### config.mk
export PLATFORM = sky130hd
export DESIGN_NAME = life_engine
export DESIGN_NICKNAME = d
export VERILOG_FILES = /design/src/rtl/life_pkg.sv /design/src/rtl/life_row.sv /design/src/rtl/life_engine.sv
export SDC_FILE = /design/constraint.sdc
export NUM_CORES = 1
export LEC_CHECK = 0
export CAP_MARGIN = 20
export CORE_MARGIN = 5
export CORE_UTILIZATION = 50
export CTS_CLUSTER_DIAMETER = 100
export DETAILED_ROUTE_END_ITERATION = 8
export GPL_TIMING_DRIVEN = 0
export PLACE_DENSITY = 0.87
export SLEW_MARGIN = 20
export SYNTH_ARGS = -nofsm -noshare
export SYNTH_HDL_FRONTEND = slang
export SYNTH_SLANG_ARGS = --single-unit
### constraint.sdc
create_clock -name clk -period 5.6 [get_ports clk]
set_clock_uncertainty 0.15 [all_clocks]
set_input_delay 1.12 -clock clk [delete_from_list [all_inputs] [get_ports clk]]
set_output_delay 1.12 -clock clk [all_outputs]
set_load 0.005 [all_outputs]
### src/rtl/life_pkg.sv
// life_pkg: shared board geometry, FSM states and cell helpers for life_engine
// Cell (r,c) lives at bit 8*r+c of a flattened 64-bit board.
package life_pkg;
  localparam int GRID_N = 8;
  localparam int CELLS = GRID_N * GRID_N;
  localparam logic [2:0] ROW_LAST = 3'(GRID_N - 1);
  typedef enum logic [1:0] {IDLE, CALC, COMMIT} state_t;
  function automatic logic [5:0] cell_idx(input logic [2:0] r, input logic [2:0] c);
    return {r, c};
  endfunction
  function automatic logic [3:0] count8(input logic [7:0] v);
    logic [3:0] n;
    n = 4'd0;
    for (int i = 0; i < 8; i++) n += {3'b0, v[i]};
    return n;
  endfunction
endpackage

### src/rtl/life_row.sv
// life_row: combinational Conway rule for one 8-cell row
// Ports: up/mid/dn = rows r-1, r, r+1; nxt = next generation of row r.
// LIFE_WRAP_EN defined: columns wrap around; otherwise off-board columns are dead.
module life_row import life_pkg::*; (
  input  logic [GRID_N-1:0] up,
  input  logic [GRID_N-1:0] mid,
  input  logic [GRID_N-1:0] dn,
  output logic [GRID_N-1:0] nxt
);
  logic [GRID_N+1:0] eu, em, ed;
`ifdef LIFE_WRAP_EN
  assign eu = {up[0], up, up[GRID_N-1]};
  assign em = {mid[0], mid, mid[GRID_N-1]};
  assign ed = {dn[0], dn, dn[GRID_N-1]};
`else
  assign eu = {1'b0, up, 1'b0};
  assign em = {1'b0, mid, 1'b0};
  assign ed = {1'b0, dn, 1'b0};
`endif
  for (genvar c = 0; c < GRID_N; c++) begin : g_cell
    logic [3:0] n;
    assign n = count8({eu[c+2:c], ed[c+2:c], em[c+2], em[c]});
    assign nxt[c] = (n == 4'd3) | (mid[c] & (n == 4'd2));
  end
endmodule

### src/rtl/life_engine.sv
// life_engine: 8x8 Game of Life engine, one row per cycle into a shadow board
// Ports: clk, reset (async, active-high), load/seed capture a board, step runs one
// generation; grid = board, busy = generation in flight, done = commit pulse,
// gen_count = generations since load, stable = last commit left the board unchanged.
// LIFE_WRAP_EN defined: toroidal board; otherwise off-board cells are dead.
module life_engine import life_pkg::*; (
  input  logic             clk,
  input  logic             reset,
  input  logic             load,
  input  logic [CELLS-1:0] seed,
  input  logic             step,
  output logic [CELLS-1:0] grid,
  output logic             busy,
  output logic             done,
  output logic [15:0]      gen_count,
  output logic             stable
);
  state_t state, nstate;
  logic [2:0] row, rm, rp;
  logic [CELLS-1:0] shadow;
  logic [15:0] gen_q;
  logic [GRID_N-1:0] up, mid, dn, nxt;
  assign rm = row - 3'd1;
  assign rp = row + 3'd1;
  assign mid = grid[cell_idx(row, 3'd0) +: GRID_N];
`ifdef LIFE_WRAP_EN
  assign up = grid[cell_idx(rm, 3'd0) +: GRID_N];
  assign dn = grid[cell_idx(rp, 3'd0) +: GRID_N];
`else
  assign up = (row == 3'd0) ? '0 : grid[cell_idx(rm, 3'd0) +: GRID_N];
  assign dn = (row == ROW_LAST) ? '0 : grid[cell_idx(rp, 3'd0) +: GRID_N];
`endif
  life_row u_row (.up(up), .mid(mid), .dn(dn), .nxt(nxt));
  assign busy = (state != IDLE);
  assign gen_count = gen_q;
  always_comb begin
    nstate = state;
    nstate = load ? IDLE :
             (state == IDLE) ? (step ? CALC : IDLE) :
             (state == CALC) ? ((row == ROW_LAST) ? COMMIT : CALC) : IDLE;
  end
  always_ff @(posedge clk or posedge reset) begin
    if (reset) state <= IDLE;
    else state <= nstate;
  end
  always_ff @(posedge clk or posedge reset) begin
    if (reset) begin
      grid <= '0;
      shadow <= '0;
      gen_q <= '0;
      stable <= 1'b0;
      done <= 1'b0;
      row <= '0;
    end else begin
      done <= 1'b0;
      if (load) begin
        grid <= seed;
        gen_q <= '0;
        stable <= 1'b0;
        row <= '0;
      end else if (state == IDLE) begin
        if (step) row <= '0;
      end else if (state == CALC) begin
        shadow[cell_idx(row, 3'd0) +: GRID_N] <= nxt;
        row <= row + 3'd1;
      end else begin
        grid <= shadow;
        gen_q <= gen_q + 16'd1;
        stable <= (shadow == grid);
        done <= 1'b1;
      end
    end
  end
endmodule

==> impl_metrics.json <==
{
  "cts_htree_levels": 4,
  "worstSetupPathType": "flip-flop to flip-flop",
  "critical_path.slowest_cell": "fa_1",
  "ys_top_cells_by_area": "dfrtp_1, mux2i_1, mux4_2, o21ai_0, nand2_1",
  "synth_top_cell_by_area": "dfrtp_1",
  "rsz0062_at_grt": "no",
  "maxCapViolCount": 0,
  "total_power_mw": 3.81,
  "grtUsageMet3_pct": 6.71,
  "clockBufferDepth": 2,
  "use_met1_pct": 41.3,
  "diodes": 0,
  "die_w_um": 151,
  "max_slew.worst_pin.slew_ns": 0.827,
  "grt_usage_pct": 31.1,
  "drive_gt1_share_pct": 11.4,
  "core_area_um2": 19500,
  "grt_max_degree": 107,
  "n_fill_cell": 1495,
  "clk_latency_ns": 0.44,
  "wl_um": 34100,
  "grt_pass1_vias": 8857,
  "cp_cell_sequence": "buf_2 > clkbuf_4 > inv_1 > ha_2 > clkbuf_2 > a21oi_1 > nand2b_1 > fa_1 > fa_1 > fa_1 > fa_1 > nor3_1 > mux2i_1 > a211o_2 > o21ai_1",
  "async_flop_share_pct": 100,
  "die_y_um": 151,
  "endpoint_kind": "flip-flop",
  "synth_cell_type_count": 53,
  "worst_ep_arrival_time_ns": 5.54,
  "max_slew_margin_pct": 44.9,
  "hold_buffers": 0,
  "cts_root_buf": "clkbuf_16",
  "wl_per_cell_um": 23.9,
  "dr.pass1.iters": 5,
  "fin_nets": 1275,
  "drc": 0,
  "ys.flop_type": "dfrtp_1",
  "ys_seq_elements": 151,
  "worstSetupStartpointType": "flip-flop",
  "dr_total_vias": 8692,
  "final_common_cell": "nand2_1",
  "final_area_um2": 12400,
  "worst_ep_required_time_ns": 5.80,
  "setup_violations": 0,
  "start_util_pct": 50.8,
  "most-common-layout-cells": "nand2_1, dfrtp_1, clkdlybuf4s50_1, o21ai_0, mux2i_1",
  "synth_warnings": 0,
  "irDropWorstVdd_mv": 0.225,
  "max_stage_delay_ns": 0.52,
  "cts_made_buffers": 17,
  "placed_area_um2": 11700,
  "grt_antenna_before_repair": 0,
  "clock-sinks": 151,
  "final-max-slew-violation-count": 0,
  "power_leakage_nw": 5.09,
  "synth_top_area_share_pct": 38.2,
  "grt_pass1_wl_um": 52500,
  "port-buffer-count": 149,
  "hold_viol": 0,
  "viasPerCell": 6.09,
  "finish.utilization_pct": 63.5,
  "period_needed_ns": 5.34,
  "setup-tns-final_ns": 0,
  "synth.cell_area_um2": 9890,
  "gp_congestion": 0.996,
  "use_met2_pct": 48.8,
  "crit_top_cell": "fa_1",
  "finalCritPeriodShare_pct": 95.3,
  "synth-edff-count": 0,
  "postSynthAreaPerCell_um2": 10.1,
  "fp-row-count": 51,
  "dr.first_iter.drc_count": 1025,
  "grt-ovfl-total": 0,
  "io_pins": 151,
  "tritoncts": "yes",
  "synth.yosys.seq_area_share_pct": 38.2,
  "p_per_area_nw_per_um2": 309,
  "hp-class": "flip-flop to flip-flop",
  "crit_path_max_fanout": 11,
  "clk_pin_slew_worst_paths_ns": 0.07,
  "die_area_um2": 22700,
  "synthCells": 981,
  "area_delta_synth_final_pct": 24.9,
  "syn-num-nets": 1106,
  "fmaxAchievable_ghz": 0.187,
  "busiest_layer": "met2",
  "detail-route-antenna-nets": 0,
  "place_hpwl_um": 26200,
  "outcome": "complete, no violations"
}
## cell type report
cell class	count	area, um2	share of cell area (%)
multi-input cells	719	5640	45.7
well taps	265	332	2.68
clock inverters	13	111	0.901
repair buffers	151	1540	12.5
inverters	61	236	1.91
flip-flops and latches	151	3780	30.6
plain buffers	49	263	2.13
clock buffers	19	453	3.67
## power by group
part           internal (mW)  switching [mW]
clock                  0.603           0.505
combinational          0.558           0.795
sequential              1.18           0.174
total                   2.34            1.47
## Yosys cell counts (all sizes together) (5+ instances only)
cell type and number:
nand2 158, dfrtp 151, o21ai 137, mux2i 89, inv 61, nor2 41, xnor2 39, mux4 36
ha 31, fa 26, buf 25, clkbuf 25, nor2b 16, xor2 16, mux2 15, nand2b 14
nand4 13, nand3 10, a21oi 9, nor4 9, or2 8, a211o 5, a211oi 5, nor3 5
## kinds of logic after synthesis
group | Yosys count | synth area share (%)
AO/OA/AOI/OAI | 179 | 10.4
XOR/XNOR | 55 | 4.95
adder cells (fa/ha/maj) | 57 | 9.18
buffers and inverters | 111 | 4.90
flip-flops | 151 | 38.2
multiplexers | 140 | 19.0
AND/OR/NAND/NOR | 288 | 13.4
## metal layers
layer | share of wire (%) | up-vias
met3 | 9.2 | 112
met4 | 5.1 | 0
li1 | - | 3741
met1 | 39 | 4312
met5 | 0 | -
met2 | 47 | 527
## flip-flops by register name, indices dropped and copies added, names as in the netlist
register,flops
gen_count,16
row,3
state,2
stable,1
grid,64
shadow,64
done,1
## through the flow
stage	setup slack [ns]	hold slack, ns	cells
floorplan	0.265	0.321	981
global placement	-1.63	0.344	1395
detailed placement	-0.328	0.360	1396
CTS	0.0612	0.374	1427
global route	0.00746	0.409	1428
finish	0.261	0.373	1428
## path summary, 6_finish.rpt
kind	from	to	slack (ns)	cells past startpoint
worst max-delay path	row[1]	shadow[28]	0.26	15
max in group asynchronous	reset	grid[6]	3.54	3
worst min-delay path	shadow[19]	shadow[19]	0.37	2
worst min register to register	shadow[19]	shadow[19]	0.37	2
worst max register to register	row[1]	shadow[28]	0.26	15
min in group asynchronous	reset	grid[53]	0.93	2
## critical path: cells and delay by family (launching register included)
| family | cells | cell delay, ns |
|---|---|---|
| AO/OA/AOI/OAI | 3 | 0.86 |
| adder cells (fa/ha/maj) | 5 | 2.39 |
| buffers and inverters | 4 | 1.02 |
| flip-flops | 1 | 0.34 |
| multiplexers | 1 | 0.09 |
| AND/OR/NAND/NOR | 2 | 0.38 |
## repair_timing
item,4_1_cts,5_1_grt
resized for setup,4,6
setup buffers,0,1
pin swaps,0,1
setup endpoints to repair,27,32
Power figures use the tool's default switching activity.
